==> config.mk <==
export PLATFORM = sky130hd
export DESIGN_NAME = nmr_bstrm_seq_ctrl
export DESIGN_NICKNAME = d
export VERILOG_FILES = /design/src/rtl/nmr_bstrm_seq_ctrl.sv
export SDC_FILE = /design/constraint.sdc
export NUM_CORES = 1
export LEC_CHECK = 0
export ABC_CLOCK_PERIOD_IN_PS = 7400
export CAP_MARGIN = 10
export CORE_MARGIN = 5
export CORE_UTILIZATION = 59
export CTS_CLUSTER_SIZE = 25
export DETAILED_ROUTE_END_ITERATION = 7
export HOLD_SLACK_MARGIN = 0.05
export PLACE_DENSITY = 0.85
export SYNTH_ARGS = -nofsm -noshare
export SYNTH_HDL_FRONTEND = slang
export SYNTH_SLANG_ARGS = --single-unit
==> constraint.sdc <==
create_clock -name clk_i -period 7.4 [get_ports clk_i]
set_input_delay 0.74 -clock clk_i [delete_from_list [all_inputs] [get_ports clk_i]]
set_output_delay 0.74 -clock clk_i [all_outputs]
set_load 0.02 [all_outputs]
==> src/rtl/nmr_bstrm_seq_ctrl.sv <==
// Sequencer between the pulse-sequence RAM and the NMR bitstream datapath: fetches packed words,
// hands them to the datapath with a START strobe, waits for DPATH_RDY, loops and times out.
module nmr_bstrm_seq_ctrl #(
    parameter int unsigned DATA_WIDTH = 24,
    parameter int unsigned ADDR_WIDTH = 10,
    parameter int unsigned RD_LAT     = 2,
    parameter int unsigned INIT_BLANK = 50,
    parameter int unsigned TO_MARGIN  = 64
) (
    input  logic                  clk_i,
    input  logic                  rst_i,
    input  logic                  go_i,
    input  logic                  abort_i,
    input  logic [7:0]            loop_cnt_i,
    output logic [ADDR_WIDTH-1:0] mem_addr_o,
    output logic                  mem_rd_o,
    input  logic [DATA_WIDTH+5:0] mem_rdata_i,
    output logic                  dp_rst_o,
    output logic                  start_o,
    input  logic                  dpath_rdy_i,
    output logic [DATA_WIDTH-1:0] data_o,
    output logic                  pls_pol_o,
    output logic [3:0]            mux_sel_o,
    output logic                  busy_o,
    output logic                  done_o,
    output logic                  err_o
);

    localparam int unsigned ToW = DATA_WIDTH + 8;

    typedef enum logic [2:0] {
        StIdle,
        StDprst,
        StFetch,
        StLoad,
        StWait,
        StAbrt
    } state_e;

    state_e                state_q, state_d;
    logic [7:0]            cnt_q, cnt_d;
    logic [ADDR_WIDTH-1:0] addr_q, addr_d;
    logic [7:0]            loops_q, loops_d;
    logic [DATA_WIDTH-1:0] prev_len_q, prev_len_d;
    logic [ToW-1:0]        to_q, to_d;
    logic                  end_q, end_d;
    logic [DATA_WIDTH-1:0] data_q, data_d;
    logic                  pol_q, pol_d;
    logic [3:0]            sel_q, sel_d;
    logic                  mem_rd_q, mem_rd_d;
    logic                  dp_rst_q, dp_rst_d;
    logic                  start_q, start_d;
    logic                  busy_q, busy_d;
    logic                  done_q, done_d;
    logic                  err_q, err_d;

    always_comb begin
        state_d    = state_q;
        cnt_d      = cnt_q;
        addr_d     = addr_q;
        loops_d    = loops_q;
        prev_len_d = prev_len_q;
        to_d       = to_q;
        end_d      = end_q;
        data_d     = data_q;
        pol_d      = pol_q;
        sel_d      = sel_q;
        mem_rd_d   = 1'b0;
        dp_rst_d   = 1'b0;
        start_d    = 1'b0;
        busy_d     = busy_q;
        done_d     = done_q;
        err_d      = err_q;

        // ABORT pre-empts everything else so no addr/prev_len update leaks through.
        if (abort_i && (state_q != StIdle) && (state_q != StAbrt)) begin
            state_d  = StAbrt;
            cnt_d    = 8'd0;
            dp_rst_d = 1'b1;
            busy_d   = 1'b0;
        end else begin
            case (state_q)
                StIdle: begin
                    if (go_i) begin
                        state_d    = StDprst;
                        cnt_d      = 8'd0;
                        done_d     = 1'b0;
                        err_d      = 1'b0;
                        loops_d    = (loop_cnt_i == 8'd0) ? 8'd1 : loop_cnt_i;
                        addr_d     = '0;
                        prev_len_d = DATA_WIDTH'(INIT_BLANK);
                        busy_d     = 1'b1;
                        dp_rst_d   = 1'b1;
                    end
                end

                StDprst: begin
                    if (cnt_q == 8'd0) begin
                        cnt_d    = 8'd1;
                        dp_rst_d = 1'b1;
                    end else begin
                        state_d  = StFetch;
                        cnt_d    = 8'd0;
                        mem_rd_d = 1'b1;
                    end
                end

                StFetch: begin
                    // cnt_q counts cycles since the read strobe; rdata is valid at RD_LAT.
                    if (cnt_q == 8'(RD_LAT)) begin
                        state_d = StLoad;
                        cnt_d   = 8'd0;
                        data_d  = mem_rdata_i[DATA_WIDTH-1:0];
                        sel_d   = mem_rdata_i[DATA_WIDTH+3:DATA_WIDTH];
                        pol_d   = mem_rdata_i[DATA_WIDTH+4];
                        end_d   = mem_rdata_i[DATA_WIDTH+5];
                        start_d = 1'b1;
                        to_d    = ToW'(prev_len_q) + ToW'(TO_MARGIN);
                    end else begin
                        cnt_d = cnt_q + 8'd1;
                    end
                end

                StLoad: begin
                    state_d = StWait;
                end

                StWait: begin
                    if (dpath_rdy_i) begin
                        prev_len_d = data_q;
                        if (!end_q) begin
                            if (addr_q == '1) begin
                                state_d  = StAbrt;
                                cnt_d    = 8'd0;
                                err_d    = 1'b1;
                                busy_d   = 1'b0;
                                dp_rst_d = 1'b1;
                            end else begin
                                state_d  = StFetch;
                                cnt_d    = 8'd0;
                                addr_d   = addr_q + 1'b1;
                                mem_rd_d = 1'b1;
                            end
                        end else if (loops_q > 8'd1) begin
                            state_d  = StFetch;
                            cnt_d    = 8'd0;
                            loops_d  = loops_q - 8'd1;
                            addr_d   = '0;
                            mem_rd_d = 1'b1;
                        end else begin
                            state_d = StIdle;
                            done_d  = 1'b1;
                            busy_d  = 1'b0;
                        end
                    end else if (to_q <= ToW'(1)) begin
                        // Last permitted WAIT cycle passed without the datapath answering.
                        state_d  = StAbrt;
                        cnt_d    = 8'd0;
                        err_d    = 1'b1;
                        busy_d   = 1'b0;
                        dp_rst_d = 1'b1;
                    end else begin
                        to_d = to_q - ToW'(1);
                    end
                end

                StAbrt: begin
                    if (cnt_q == 8'd0) begin
                        cnt_d    = 8'd1;
                        dp_rst_d = 1'b1;
                    end else begin
                        state_d = StIdle;
                        cnt_d   = 8'd0;
                    end
                end

                default: begin
                    state_d = StIdle;
                end
            endcase
        end
    end

    always_ff @(posedge clk_i) begin
        if (rst_i) begin
            state_q    <= StIdle;
            cnt_q      <= 8'd0;
            addr_q     <= '0;
            loops_q    <= 8'd0;
            prev_len_q <= DATA_WIDTH'(INIT_BLANK);
            to_q       <= '0;
            end_q      <= 1'b0;
            data_q     <= '0;
            pol_q      <= 1'b0;
            sel_q      <= 4'd0;
            mem_rd_q   <= 1'b0;
            dp_rst_q   <= 1'b0;
            start_q    <= 1'b0;
            busy_q     <= 1'b0;
            done_q     <= 1'b0;
            err_q      <= 1'b0;
        end else begin
            state_q    <= state_d;
            cnt_q      <= cnt_d;
            addr_q     <= addr_d;
            loops_q    <= loops_d;
            prev_len_q <= prev_len_d;
            to_q       <= to_d;
            end_q      <= end_d;
            data_q     <= data_d;
            pol_q      <= pol_d;
            sel_q      <= sel_d;
            mem_rd_q   <= mem_rd_d;
            dp_rst_q   <= dp_rst_d;
            start_q    <= start_d;
            busy_q     <= busy_d;
            done_q     <= done_d;
            err_q      <= err_d;
        end
    end

    assign mem_addr_o = addr_q;
    assign mem_rd_o   = mem_rd_q;
    assign dp_rst_o   = dp_rst_q;
    assign start_o    = start_q;
    assign data_o     = data_q;
    assign pls_pol_o  = pol_q;
    assign mux_sel_o  = sel_q;
    assign busy_o     = busy_q;
    assign done_o     = done_q;
    assign err_o      = err_q;

endmodule
==> results.md, run 1 <==
Status:
- The flow ran to the end, and the final reports show no timing, DRC or antenna violations.

Synthesis:
- Counting flops with an async set or reset pin after synthesis yields a share of 0%.
- The Yosys warning count is 0.
- The number of library cell types mapped by synthesis is between 60 and 70.
- The number of nets produced by synthesis is 850.
- The synthesized area per cell is 7.94 um2.
- The largest area contributor in the synthesized netlist is sky130_fd_sc_hd__dfxtp_1.
- In the synthesized netlist, the number of instances is around 800.
- The area share of the largest cell type after synthesis is 38.3%.
- Counting flops and latches in the post-synthesis netlist gives ~120.
- In the post-synthesis netlist, the biggest area contributors are sky130_fd_sc_hd__dfxtp_1 38%, sky130_fd_sc_hd__a21oi_1 6.3%, sky130_fd_sc_hd__nand2_1 5.7%.
- The main flop type after synthesis is sky130_fd_sc_hd__dfxtp_1.
- Counting flops with a built-in enable in the synthesized netlist gives 0.
- The cell area that synthesis handed to floorplanning was between 6000 and 7000 um2.
- The sequential fraction of the synthesis area is roughly two fifths.

Die:
- The floorplan step defined a core boundary enclosing about 10000 um2.
- The floorplan has 37 rows.
- The overall die width is between 100 and 150 um.
- The count of pins on the block boundary is 88.
- The die covers roughly 13000 um2.
- The starting density of the core is approximately three fifths.
- From bottom edge to top edge, the die measures 114 um.

Routing:
- The antenna violation net count after detailed routing is 0.
- The first-pass iteration count of the detailed router is 6.
- The vias after detailed routing is 6689.
- The routed design has 18200 um of wire.
- The routed length per placed instance is ~18 um.
- The detail-routed via count per cell is approximately 6.7.
- After detailed routing, the number of remaining DRC violations is 0.
- The detailed router finished its first iteration with slightly above 900 violations.

Setup path:
- The highest cell delay on the worst timing path is about 760 ps.
- The signal on the critical path passes through or4_1 > nor4_1 > nand3_1 > a21oi_1 > a311oi_1.
- The worst setup path is launched from a flip-flop.
- The worst-path maximum fanout is 10.
- The worst setup path is of the flip-flop to flip-flop kind.
- The slowest stage of the critical path is the sky130_fd_sc_hd__a21oi_1 cell.
- The data arrival time of the worst path is between 3000 and 4000 ps.
- In this run the number of cells on the critical path is 5.
- The logic depth of the worst register-to-register path is 5.
- STA puts the critical path data required time at between 7000 and 8000 ps.
- The critical path endpoint category is a flip-flop.
- The cell family contributing the most delay on the critical path is simple AND/OR/NAND/NOR gates.
- Together, buffers and inverters on the worst path number 0.

STA:
- The number of max-slew violations in the final report is 0.
- The relative slew slack is around 20%.
- After layout, the minimum clock period comes to 2990 ps.
- The final worst setup slack is 4410 ps.
- The portion of the clock cycle consumed by the worst path in the final layout is between 40% and 50%.
- The total of endpoints with negative setup slack in the final report is 0.
- The measured slew at the worst slew-check pin is 1210 ps.
- The fmax is around 0.33 GHz.
- The number of hold violations in the final report is 0.
- On the final layout, the worst clock skew is around 8.0 ps.
- Setup repair after global routing left no endpoint under its margin.
- Setup total negative slack on the finished layout was measured at 0 ps.

Clock tree:
- The tree is rooted in a sky130_fd_sc_hd__clkbuf_8.
- In this run, CTS created clock tree buffers numbering 17.
- In this run the deepest clock path goes through 2 buffers.
- The tree built by TritonCTS fans out to between 100 and 150 sinks.
- After clock tree synthesis, the clock-pin slew on the worst setup and hold paths is roughly 60 ps.
- The clock latency on the worst-skew pair is roughly 530 ps.
- The number of setup buffers added after CTS is 0.
- TritonCTS built the clock tree.
- The hold buffer count at cts is 0.
- After clock tree synthesis, the repair step resized 0 gates.
- CTS built an H-tree with a depth of 4.

Finish:
- The layout overhead on the synthesized area is 22.7%.
- The net count of the finished layout is a little over 900.
- Of the cells placed in the final design, the portion with a size suffix greater than 1 is 7.02%.
- The repair_antennas step left the layout with diodes totalling 0.

Power and ir drop:
- In this run the static leakage power is about 0.0026 uW.
- Dividing total power by cell area gives a power density of 323 nW/um2.
- Across the VDD grid, the largest voltage drop is ~0.00021 V.

Placement:
- Port buffering added 87 buffers.
- Before CTS, the worst setup slack after placement is around 3800 ps.
- The final weighted congestion in routability-driven placement is about 0.9.
- Detailed placement finished with a half-perimeter wire length of about 12000 um.

Worst hold path:
- The worst hold path was traced through 2 stages.
- The tightest min-delay check is of the flip-flop to flip-flop type.

GRT:
- The first global-routing pass estimated 30200 um of wire.
- The initial antenna violation count is 0.
- Global routing finished with a remaining overflow of 0.
- The number of global-route vias before repair came to around 6.2k.
- The pin count of the biggest net entering global routing is 85.
- Across every metal layer, demand over resource in global routing totals between 20 and 30%.

Job:
- Max-cap violations in this run came to 0.
==> synthesized netlist by cell type, drive strengths merged, types with 2 or more instances <==
| cell | n |
|---|---|
| o32ai | 5 |
| dfxtp | 121 |
| or4 | 20 |
| a22oi | 24 |
| a21oi | 80 |
| a311oi | 4 |
| o31ai | 22 |
| o21a | 7 |
| o21ai | 33 |
| o22ai | 5 |
| nand2 | 97 |
| o2111ai | 2 |
| mux2i | 3 |
| nand2b | 6 |
| nor3b | 3 |
| nor2 | 73 |
| nand3b | 2 |
| or3 | 9 |
| nand3 | 22 |
| ha | 9 |
| and3 | 8 |
| nor2b | 3 |
| clkbuf | 47 |
| nor4 | 23 |
| o311ai | 17 |
| o41ai | 5 |
| xnor2 | 6 |
| inv | 18 |
| a211oi | 17 |
| a32oi | 2 |
| or2 | 5 |
| xor2 | 11 |
| buf | 8 |
| o31a | 2 |
| nand4 | 15 |
| nor3 | 18 |
| a31oi | 21 |
| or3b | 3 |
| a211o | 2 |
| nand4b | 2 |
| and4 | 4 |
| a21o | 3 |
==> where the power goes <==
part	internal [uW]	switching, uW	leakage, uW
registers	707	74.6	0.000978
clock network	466	317	0.000264
logic	321	624	0.00137
==> kinds of logic after synthesis <==
family	share of synthesized area, %
buf+inv	4.66
mux	0.474
fa+ha+maj	1.78
xor+xnor	2.35
flops	38.3
simple gates	25.3
compound gates	27.2
==> area by class of cell <==
class / instances / area (um2)
multi-input cells: 604 / 3620
clock inverters: 12 / 118
well taps: 136 / 170
inverters: 18 / 67.6
repair buffers: 94 / 926
fillers: 768 / 2650
clock buffers: 20 / 445
flip-flops and latches: 121 / 2420
==> cells in the final DEF (no fill, tap or decap), types with 5 or more instances in the layout <==
master                            Yosys  routed
sky130_fd_sc_hd__dfxtp_1            121     121
sky130_fd_sc_hd__nand2_1             96      96
sky130_fd_sc_hd__clkdlybuf4s50_1      0      86
sky130_fd_sc_hd__a21oi_1             80      80
sky130_fd_sc_hd__nor2_1              73      72
sky130_fd_sc_hd__o21ai_0             30      29
sky130_fd_sc_hd__a22oi_1             24      24
sky130_fd_sc_hd__nand3_1             22      22
sky130_fd_sc_hd__o31ai_1             22      22
sky130_fd_sc_hd__nor4_1              21      21
sky130_fd_sc_hd__a31oi_1             21      21
sky130_fd_sc_hd__inv_1               18      18
sky130_fd_sc_hd__nor3_1              18      18
sky130_fd_sc_hd__o311ai_0            17      17
sky130_fd_sc_hd__a211oi_1            16      16
sky130_fd_sc_hd__or4_1               16      16
sky130_fd_sc_hd__clkbuf_16            0      16
sky130_fd_sc_hd__nand4_1             15      15
sky130_fd_sc_hd__xor2_1              11      11
sky130_fd_sc_hd__ha_1                 9       9
sky130_fd_sc_hd__or3_1                8       8
sky130_fd_sc_hd__and3_1               8       8
sky130_fd_sc_hd__o21a_1               7       7
sky130_fd_sc_hd__nand2b_1             6       6
sky130_fd_sc_hd__xnor2_1              6       6
sky130_fd_sc_hd__or2_2                5       5
sky130_fd_sc_hd__o22ai_1              5       5
sky130_fd_sc_hd__o41ai_1              5       5
sky130_fd_sc_hd__o32ai_1              5       5
sky130_fd_sc_hd__buf_4                0       5
==> per-stage QoR <==
step	cell area [um2]	utilization, %	std cells	total power (uW)	hold slack [ps]
after floorplan	6330	-	798	1470	431
after global placement	7190	69.0	971	1660	441
after detailed placement	7190	69.0	971	1690	449
after CTS	7750	74.4	1003	2470	461
after global routing	7770	74.6	1005	2650	482
final	7770	74.6	1005	2510	460
==> sequential cells by signal, indices dropped and copies added, names as in the netlist, 3 cells and up <==
signal / count
mux_sel_o: 4
prev_len_q: 24
state_q: 3
to_q: 32
data_o: 24
loops_q: 8
mem_addr_o: 10
cnt_q: 8
==> metal layers <==
metal	part of all wire, %	vias to the layer above	wire length (um)	global-route usage, %
met5	0	-	0	0
met4	1.6	0	284	9.13
met3	8.7	35	1590	8.33
met2	47	336	8640	45.4
met1	42	3185	7690	36.7
li1	-	3133	-	-
==> path summary, 6_finish.rpt <==
kind	startpoint	endpoint	slack [ps]
setup / recovery	to_q[17]	cnt_q[4]	4410
hold reg to reg	mux_sel_o[1]	mux_sel_o[1]	460
hold / removal	mux_sel_o[1]	mux_sel_o[1]	460
setup reg to reg	to_q[17]	cnt_q[4]	4410
==> worst min-delay path, cell delays in order (launching register included) <==
cell and delay (ps):
sky130_fd_sc_hd__dfxtp_1 310, sky130_fd_sc_hd__nand2_1 50, sky130_fd_sc_hd__a21oi_1 50
No activity file was read; power rests on OpenSTA's default activity.
==> run 2: changes to the inputs <==
Settings changed: ABC_CLOCK_PERIOD_IN_PS 7400 to 2500, CORE_UTILIZATION 59 to 50, PLACE_DENSITY 0.85 to 0.77.
Clock period 7.4 ns to 2.5 ns, I/O delays scaled along.
==> results.md, run 2 (synthesis gave the netlist of run 1 again) <==
Status:
- Outcome: complete, no violations (unchanged).

Clock tree:
- The clock-pin slew of the registers on the worst-case setup and hold paths was 60 ps (about the same).
- The clock latency on the worst-skew pair is 430 ps (was 530 ps).
- The CTS tree is yes (unchanged).
- The hold buffer count at cts is 0 (unchanged).
- The number of buffers inserted to repair setup after CTS is 0 (unchanged).
- The cell at the root of the clock tree is sky130_fd_sc_hd__clkbuf_16 (was sky130_fd_sc_hd__clkbuf_8).
- The worst-case clock buffer depth was 2 (unchanged).
- The clock buffer count from CTS is 17 (unchanged).
- The clock net sink count is 121 (unchanged).
- The total number of H-tree levels is 4 (unchanged).

Die:
- The core area was 12500 um2 (was 10400 um2).
- The area of the die came to 15000 um2 (was 12900 um2).
- The overall die width is 123 um (was 114 um).
- The standard-cell row count is 41 (was 37).
- The count of pins on the block boundary is 88 (unchanged).
- The die extent in y is 123 um (was 114 um).
- The starting density of the core is 50.6% (was 60.8%).

Setup path:
- CP Cell Sequence: or4_4 > nor4_1 > nand3_1 > buf_4 > a311oi_1 > a211oi_1 (was or4_1 > nor4_1 > nand3_1 > a21oi_1 > a311oi_1).
- The data required time at the worst endpoint is 2770 ps (was 7770 ps).
- The highest cell delay on the worst timing path is 560 ps (was 760 ps).
- The data arrival time of the worst path is 2730 ps (was 3360 ps).
- The reg-to-reg critical path startpoint was to_q[27] (was to_q[17]).
- The endpoint of the worst-slack reg-to-reg timing path is to_q[15] (was cnt_q[4]).
- The standard cell with the maximum stage delay on the critical path is sky130_fd_sc_hd__or4_4 (was sky130_fd_sc_hd__a21oi_1).
- The critical path endpoint category was a flip-flop (unchanged).
- The startpoint class of the critical path is a flip-flop (unchanged).
- The worst-path maximum fanout was 6 (was 10).
- The logic depth of the worst register-to-register path is 6 (was 5).
- The register-to-register path setup slack is 40 ps (was 4410 ps).
- The type of the worst setup path is flip-flop to flip-flop (unchanged).

Power and ir drop:
- The power density over cell area is 997 nW/um2 (was 323 nW/um2).
- The leakage power is 0.00285 uW (was 0.00261 uW).
- The sum of internal, switching and leakage power is 8170 uW (was 2510 uW).
- The worst voltage drop across the vdd grid is 0.000503 V (was 0.000211 V).

Routing:
- The detail-routed via count per cell is 6.26 (was 6.66).
- The vias after detailed routing is 6739 (was 6689).
- The aggregate routed wire length is 18600 um (was 18200 um).
- The iteration-0 DRC count of the detailed router is 566 (was 924).
- The count of unresolved DRC violations after routing is 0 (unchanged).
- The first-pass iteration count of the detailed router is 6 (unchanged).
- The antenna violation net count after detailed routing is 0 (unchanged).
- The routed length per placed instance came to 17.2 um (was 18.1 um).

GRT:
- The wire length of the first global-routing pass is 30100 um (was 30200 um).
- The overflow left after global routing is 0 (unchanged).
- The total routing usage reported by global routing is 24.7% (was 28.3%).
- The initial antenna violation count is 0 (unchanged).
- The number of global-route vias before repair is 6256 (was 6219).
- The pin count of the biggest net entering global routing is 72 (was 85).

Worst hold path:
- The destination of the worst hold path is loops_q[2] (was mux_sel_o[1]).
- The kind of path behind the tightest hold check is input port to flip-flop (was flip-flop to flip-flop).
- The critical hold path startpoint is rst_i (was mux_sel_o[1]).
- The instance count along the most critical hold path is 2 (unchanged).

Finish:
- Most frequent cells in the layout: 121 x sky130_fd_sc_hd__dfxtp_1, 96 x sky130_fd_sc_hd__nand2_1, 86 x sky130_fd_sc_hd__clkdlybuf4s50_1 (unchanged).
- The utilization of the core after routing is 65.5% (was 74.6%).
- The number of nets in the layout came to 944 (was 908).
- The number of flip-flops in the largest register was 32 (unchanged).
- The share of cells above drive strength 1 was 11.4% (was 7.02%).
- The largest register by flop count is to_q (unchanged).
- The footprint of the flip-flops and latches is 2420 um2 (unchanged).
- The layout overhead on the synthesized area is 29.4% (was 22.7%).
- The leading cell type in the layout, fill and taps excluded was sky130_fd_sc_hd__dfxtp_1 (unchanged).
- The combined area of the multi-input logic cells is 3670 um2 (was 3620 um2).
- The number of inserted filler cells in the final layout is 1086 (was 768).
- The number of antenna cells inserted is 0 (unchanged).

Placement:
- The number of port buffers was 87 (unchanged).
- The final weighted congestion in routability-driven placement is 0.902 (was 0.904).
- The post-detailed-placement half-perimeter wirelength is 12900 um (was 12100 um).

STA:
- The number of hold violations in the final report is 0 (unchanged).
- The clock period minus final worst setup slack is 2460 ps (was 2990 ps).
- The total of endpoints with negative setup slack in the final report came to 0 (unchanged).
- The measured slew at the worst slew-check pin is 743 ps (was 1210 ps).
- The fmax is 0.407 GHz (was 0.335 GHz).
- The relative slew slack is 50.4% (was 19.5%).
- The portion of the clock cycle consumed by the worst path in the final layout was 98.3% (was 40.4%).
- The worst-case clock skew is 6.83 ps (was 8.01 ps).
- The number of max-slew violations in the final report is 0 (unchanged).
- The total negative setup slack is 0 ps (unchanged).

Job:
- The total of max-cap violations was 0 (unchanged).
-- run 2: cell count changes in the layout (fill, tap and decap cells not counted), sizes merged --
cell      change
inv           +5
buf          +37
clkinv        -1
clkinvlp      -4
clkbuf        -3
bufinv        +2
-- run 2: through the flow --
stage	cell area (um2)	hold slack, ps	std cells	setup slack, ps
finish	8200	211	1077	43.7
CTS	8150	200	1077	12.8
detailed placement	7530	454	1045	23.6
floorplan	6330	386	798	45.1
global route	8200	226	1077	-58.6
global placement	7530	442	1045	115
-- run 2: metal layers --
layer  track usage (%)  vias up  part of all wire [%]  wire length, um
li1                  -     3204                     -                -
met4              8.61        0                   1.6              303
met2              40.5      309                    47             8770
met5                 0        -                     0                0
met1              32.0     3183                    44             8160
met3              5.90       43                   7.3             1350
-- run 2: cell type report --
cell class / count / share of cell area, %
tap: 172 / 2.63
timing repair buffer: 130 / 14.7
inverter: 18 / 0.824
sequential: 121 / 29.6
clock inverter: 14 / 2.29
multi-input combinational: 604 / 44.8
clock buffer: 18 / 5.24
-- run 2: worst max path at each step --
stage	from	end	slack, ps	depth (start not counted)
6_report	to_q[27]	to_q[15]	40	6
5_1_grt	to_q[12]	to_q[27]	-60	6
4_1_cts	to_q[7]	to_q[27]	10	5
3_5_place_dp	to_q[7]	to_q[27]	20	5
3_3_place_gp	to_q[7]	to_q[27]	110	5
2_1_floorplan	to_q[26]	to_q[2]	50	7
-- run 2: report_power, final --
part | switching [uW] | internal (uW) | total, uW | leakage (uW)
logic | 2060 | 1290 | 3350 | 0.00156
clock network | 971 | 1600 | 2570 | 0.000304
registers | 159 | 2090 | 2250 | 0.000978
total | 3200 | 4980 | 8170 | 0.00285
-- run 2: timing repair --
item,CTS,global route
endpoints found under the setup margin,0,26
hold endpoints to repair,0,0
resized for setup,0,9
-- run 2: critical path: cells and delay by family (launching register included) --
kind / cells / cell delay [ps]
buf+inv: 1 / 260
simple gates: 3 / 1310
compound gates: 2 / 400
flops: 1 / 340
==> variant 1: new RTL, settings of run 2 <==
The 6 states of `state_e` get a one-hot encoding in 6 bits.
--- a/src/rtl/nmr_bstrm_seq_ctrl.sv
+++ b/src/rtl/nmr_bstrm_seq_ctrl.sv
@@ -28,13 +28,13 @@
 
     localparam int unsigned ToW = DATA_WIDTH + 8;
 
-    typedef enum logic [2:0] {
-        StIdle,
-        StDprst,
-        StFetch,
-        StLoad,
-        StWait,
-        StAbrt
+    typedef enum logic [5:0] {
+        StIdle  = 6'b000001,
+        StDprst = 6'b000010,
+        StFetch = 6'b000100,
+        StLoad  = 6'b001000,
+        StWait  = 6'b010000,
+        StAbrt  = 6'b100000
     } state_e;
 
     state_e                state_q, state_d;
Behaviour: no difference found for any inputs over 4 cycles, from zero or initial values and one cycle with rst_i high; so few cycles prove little.
==> variant 1 against run 2 <==
First-iteration DRC count decreased by 2.3%; wire length decreased by 8.9%; setup slack improved by 0.038 ns; final area decreased by 0.31%; synthesized cell count increased by 3.9%; via count decreased by 4.9%; sequential cell count increased by 3; synthesized area decreased by 0.51%; final cell count increased by 3.9%; die area decreased by 0.47%; largest cell class unchanged; highest routed layer unchanged.
Power is not compared: it rests on default switching activity, and its combinational part moved more than twofold at a synthesized area within 25%.
==> variant 1: results (changes against run 2) <==
drt:
  num_vias: 6410  # was 6739
  met2_length_um: 7671  # was 8765 um
  drt_iter0_drc: 553  # was 566
  dr_wl_met3_um: 1229  # was 1351 um
  wl_per_cell_um: 15.13  # was 17.25 um
critical_path:
  critPathArrivalTime_ns: 2.77  # was 2.73 ns
  cp_max_fo: 5  # was 6
  path_delay_family: "compound AO/OA/AOI/OAI gates"  # was simple AND/OR/NAND/NOR gates
  slowest_delay_ns: 0.51  # was 0.56 ns
  slowest_stage: "o41a_1"  # was or4_4
  r2r-start: "to_q[0]$_SDFFE_PP0P_"  # was to_q[27]$_SDFFE_PP0P_
  regToRegSetupSlack_ns: 0.08  # was 0.04 ns
  r2r_cells: 8  # was 6
logic_synthesis:
  synth_compound_area_frac: 0.2157  # was 0.2721
  yosysSeqAreaShare: 0.3940  # was 0.3825
  synthCells: 829  # was 798
  synthMuxAreaShare: 0  # was 0.004742
  yosysUniqueCellTypes: 65  # was 64
  synthTopCellsByCount: "140 x nand2_1, 124 x dfxtp_1, 110 x a21oi_1, 64 x nor2_1, 54 x o21ai_0"  # was 121 x dfxtp_1, 96 x nand2_1, 80 x a21oi_1, 73 x nor2_1, 47 x clkbuf_1
  synth_fa_ha_area_frac: 0.01787  # was 0.01778
  synth.most_common_cell: "nand2_1"  # was dfxtp_1
timing:
  worst_pin_slew_ns: 0.7399  # was 0.7434 ns
  skew_ns: 0.007293  # was 0.006828 ns
  hold_ws_ns: 0.1154  # was 0.2114 ns
  finalCritPeriodShare: 0.9671  # was 0.9825
grt:
  grt_start_max_net_pins: 67  # was 72
  grt_pass1_wl_um: 27570  # was 30080 um
  gr-usage-met3: 0.07419  # was 0.05899
  grt.met2_usage: 0.3531  # was 0.4050
status:
  outcome: "completed"  # unchanged
finish:
  ff_latch_area_um2: 2482  # was 2422 um2
  drive_above_1_share: 0.1088  # was 0.1138
  final_nets: 986  # was 944
  fill_cells: 1073  # was 1086
place:
  dpl_worst_slack_ns: 0.07447  # was 0.02361 ns
  dpl.hpwl_um: 11430  # was 12890 um
hold_path:
  hold_end: "state_q[5]$_SDFFE_PP0P_"  # was loops_q[2]$_SDFFE_PP0P_
## variant 1: changes by cell type in the layout (fill, tap and decap cells not counted), moves of 13 or more
cell	run 2	this run
o31ai_1	22	4
a22oi_1	24	3
nand3_1	22	46
o311ai_0	17	0
a21oi_1	80	110
a211oi_1	16	3
a31oi_1	21	8
o21ai_0	28	54
nor3_1	18	33
nand2_1	96	140
xnor2_1	6	19
## variant 1: power by group through the flow
stage | registers (mW) | logic, mW | clock network [mW]
final | 2.05 | 0.581 | 2.42
after global placement | 2.09 | 0.561 | 0
after detailed placement | 2.09 | 0.567 | 0
after global routing | 2.05 | 0.628 | 2.54
after CTS | 2.05 | 0.573 | 2.45
after floorplan | 2.10 | 0.343 | 0
## variant 1: cell type report
class / count / share of cell area
well taps: 172 / 0.02634
flip-flops and latches: 124 / 0.3038
multi-input cells: 639 / 0.4380
clock buffers: 17 / 0.05207
clock inverters: 15 / 0.01899
inverters: 14 / 0.006432
repair buffers: 138 / 0.1544
==> variant 2: new RTL, flow settings as in run 2 <==
Made on the original files. Change the parameter `DATA_WIDTH` from 24 to 12.
--- a/src/rtl/nmr_bstrm_seq_ctrl.sv
+++ b/src/rtl/nmr_bstrm_seq_ctrl.sv
@@ -1,7 +1,7 @@
 // Sequencer between the pulse-sequence RAM and the NMR bitstream datapath: fetches packed words,
 // hands them to the datapath with a START strobe, waits for DPATH_RDY, loops and times out.
 module nmr_bstrm_seq_ctrl #(
-    parameter int unsigned DATA_WIDTH = 24,
+    parameter int unsigned DATA_WIDTH = 12,
     parameter int unsigned ADDR_WIDTH = 10,
     parameter int unsigned RD_LAT     = 2,
     parameter int unsigned INIT_BLANK = 50,
Ports: changed (resized data_o and mem_rdata_i); port bits go from 88 to 64. No check against the original RTL was run, so the function may have changed too.
==> variant 2 against run 2 <==
Power decreased by 23%; setup slack better by 0.097 ns; synthesized area is 25% lower; clock skew increased by 0.0030 ns; wire length is 30% lower; sequential share of layout area decreased by 0.31 points; sequential cell count decreased by 36; critical endpoint is now state_q[2]$_SDFFE_PP0P_; critical path type unchanged; final area is 29% lower; die area fell by 23%; critical path depth grew 2; utilization fell by 2.8 points.
==> variant 2: results (changes against run 2) <==
clocking:
  clk-insertion-delay-late_ns: 0.37  # was 0.43 ns
  clk_pin_slew_ns: 0.09  # was 0.06 ns
  cts_root_buf: "clkbuf_8"  # was clkbuf_16
drt:
  firstDrtPassIters: 5  # was 6
  met2_length_um: 6216  # was 8765 um
  wl_per_cell_um: 16.57  # was 17.25 um
  drt_iter0_drc: 422  # was 566
  dr_wl_met3_um: 876  # was 1351 um
  wl_met1_um: 5753  # was 8157 um
logic_synthesis:
  synthTopCellsByCount: "102 x nand2_1, 85 x dfxtp_1, 70 x a21oi_1, 35 x nor2_1, 24 x nand3_1"  # was 121 x dfxtp_1, 96 x nand2_1, 80 x a21oi_1, 73 x nor2_1, 47 x clkbuf_1
  yosysSeqAreaShare: 0.3565  # was 0.3825
  yosysUniqueCellTypes: 72  # was 64
  synthTopCellsByArea: "dfxtp_1 36%, nand2_1 8.0%, a21oi_1 7.3%, nor2_1 2.8%, nand3_1 2.5%"  # was dfxtp_1 38%, a21oi_1 6.3%, nand2_1 5.7%, nor2_1 4.3%, a22oi_1 2.8%
  syn-num-nets: 631  # was 850
critical_path:
  slowest_delay_ns: 0.52  # was 0.56 ns
  slowest_stage: "or3b_2"  # was or4_4
timing:
  skew_ns: 0.009841  # was 0.006828 ns
  worst_pin_slew_ns: 0.7275  # was 0.7434 ns
grt:
  grt_pass1_wl_um: 21650  # was 30080 um
  grt_pass1_vias: 4588  # was 6256
  grt.total_usage: 0.2274  # was 0.2473
  grt_start_max_net_pins: 46  # was 72
place:
  dpl.hpwl_um: 9146  # was 12890 um
  dpl_worst_slack_ns: -0.01273  # was 0.02361 ns
finish:
  final_nets: 694  # was 944
  drive_above_1_share: 0.1229  # was 0.1138
  largest_reg_flops: 20  # was 32
status:
  outcome: "completed"  # unchanged
pwr:
  irDropWorstVdd_uv: 504.5  # was 503.4 uV
variant 2: changes by cell type after synthesis, moves of 9 or more:
cell / delta
a21oi_1: -10
a22oi_1: -21
a31oi_1: -14
clkbuf_1: -27
dfxtp_1: -36
nor2_1: -38
nor4_1: -10
o21ai_0: -15
o311ai_0: -17
o31ai_1: -14
or4_1: -12
xor2_1: -9
variant 2: where the power goes:
part           internal (mW)  leakage [nW]  switching (mW)
Clock                  0.568         0.106           0.549
Combinational           1.34          1.17            2.06
Sequential              1.57         0.689           0.232
variant 2: worst reg2reg max path, cell delays in order, from the launching register on:
cell and delay (ns):
dfxtp_1 0.34, inv_1 0.10, ha_1 0.19, or3b_2 0.52, o21ai_2 0.23, buf_4 0.20, nand3_1 0.11, or3_1 0.37
o211a_1 0.21
variant 2: final timing paths:
check,startpoint,endpoint,slack [ns],cells past startpoint
worst max-delay path,cnt_q[0]$_SDFFE_PP0P_,state_q[2]$_SDFFE_PP0P_,0.14,8
worst max register to register,cnt_q[0]$_SDFFE_PP0P_,state_q[2]$_SDFFE_PP0P_,0.14,8
worst min-delay path,mem_rdata_i[15],mux_sel_o[3]$_SDFFE_PP0P_,0.43,3
worst min register to register,pls_pol_o$_SDFFE_PP0P_,pls_pol_o$_SDFFE_PP0P_,0.46,2
variant 2: area by class of cell:
type                       instances  area [um2]  share of cell area
clock buffer                       9       123.9             0.02129
clock inverter                     7       97.59             0.01677
inverter                          16       60.06             0.01032
multi-input combinational        454        2855              0.4908
sequential                        85        1702              0.2925
tap                              129       161.4             0.02774
timing repair buffer              88       818.3              0.1406
variant 2: per-stage QoR:
stage                     std cells  hold slack [ns]  total power, mW
after global placement          772           0.4416            5.032
after global routing            788           0.4224            6.713
after CTS                       788           0.4207            6.244
final                           788           0.4264            6.315
after floorplan                 591           0.3860            4.317
after detailed placement        772           0.4476            5.126
variant 2: logic make-up after synthesis:
family	count (synthesis)	share of synthesized area
AO/OA/AOI/OAI	176	0.2585
XOR/XNOR	6	0.01101
adder cells (fa/ha/maj)	9	0.02359
buffers and inverters	52	0.04954
flip-flops	85	0.3565
multiplexers	9	0.01887
AND/OR/NAND/NOR	254	0.2820
variant 2: metal layers:
metal,global-route usage,vias up
met2,0.3699,183
met1,0.2979,2180
met4,0.08476,0
met5,0,-
met3,0.04379,18
li1,-,2319
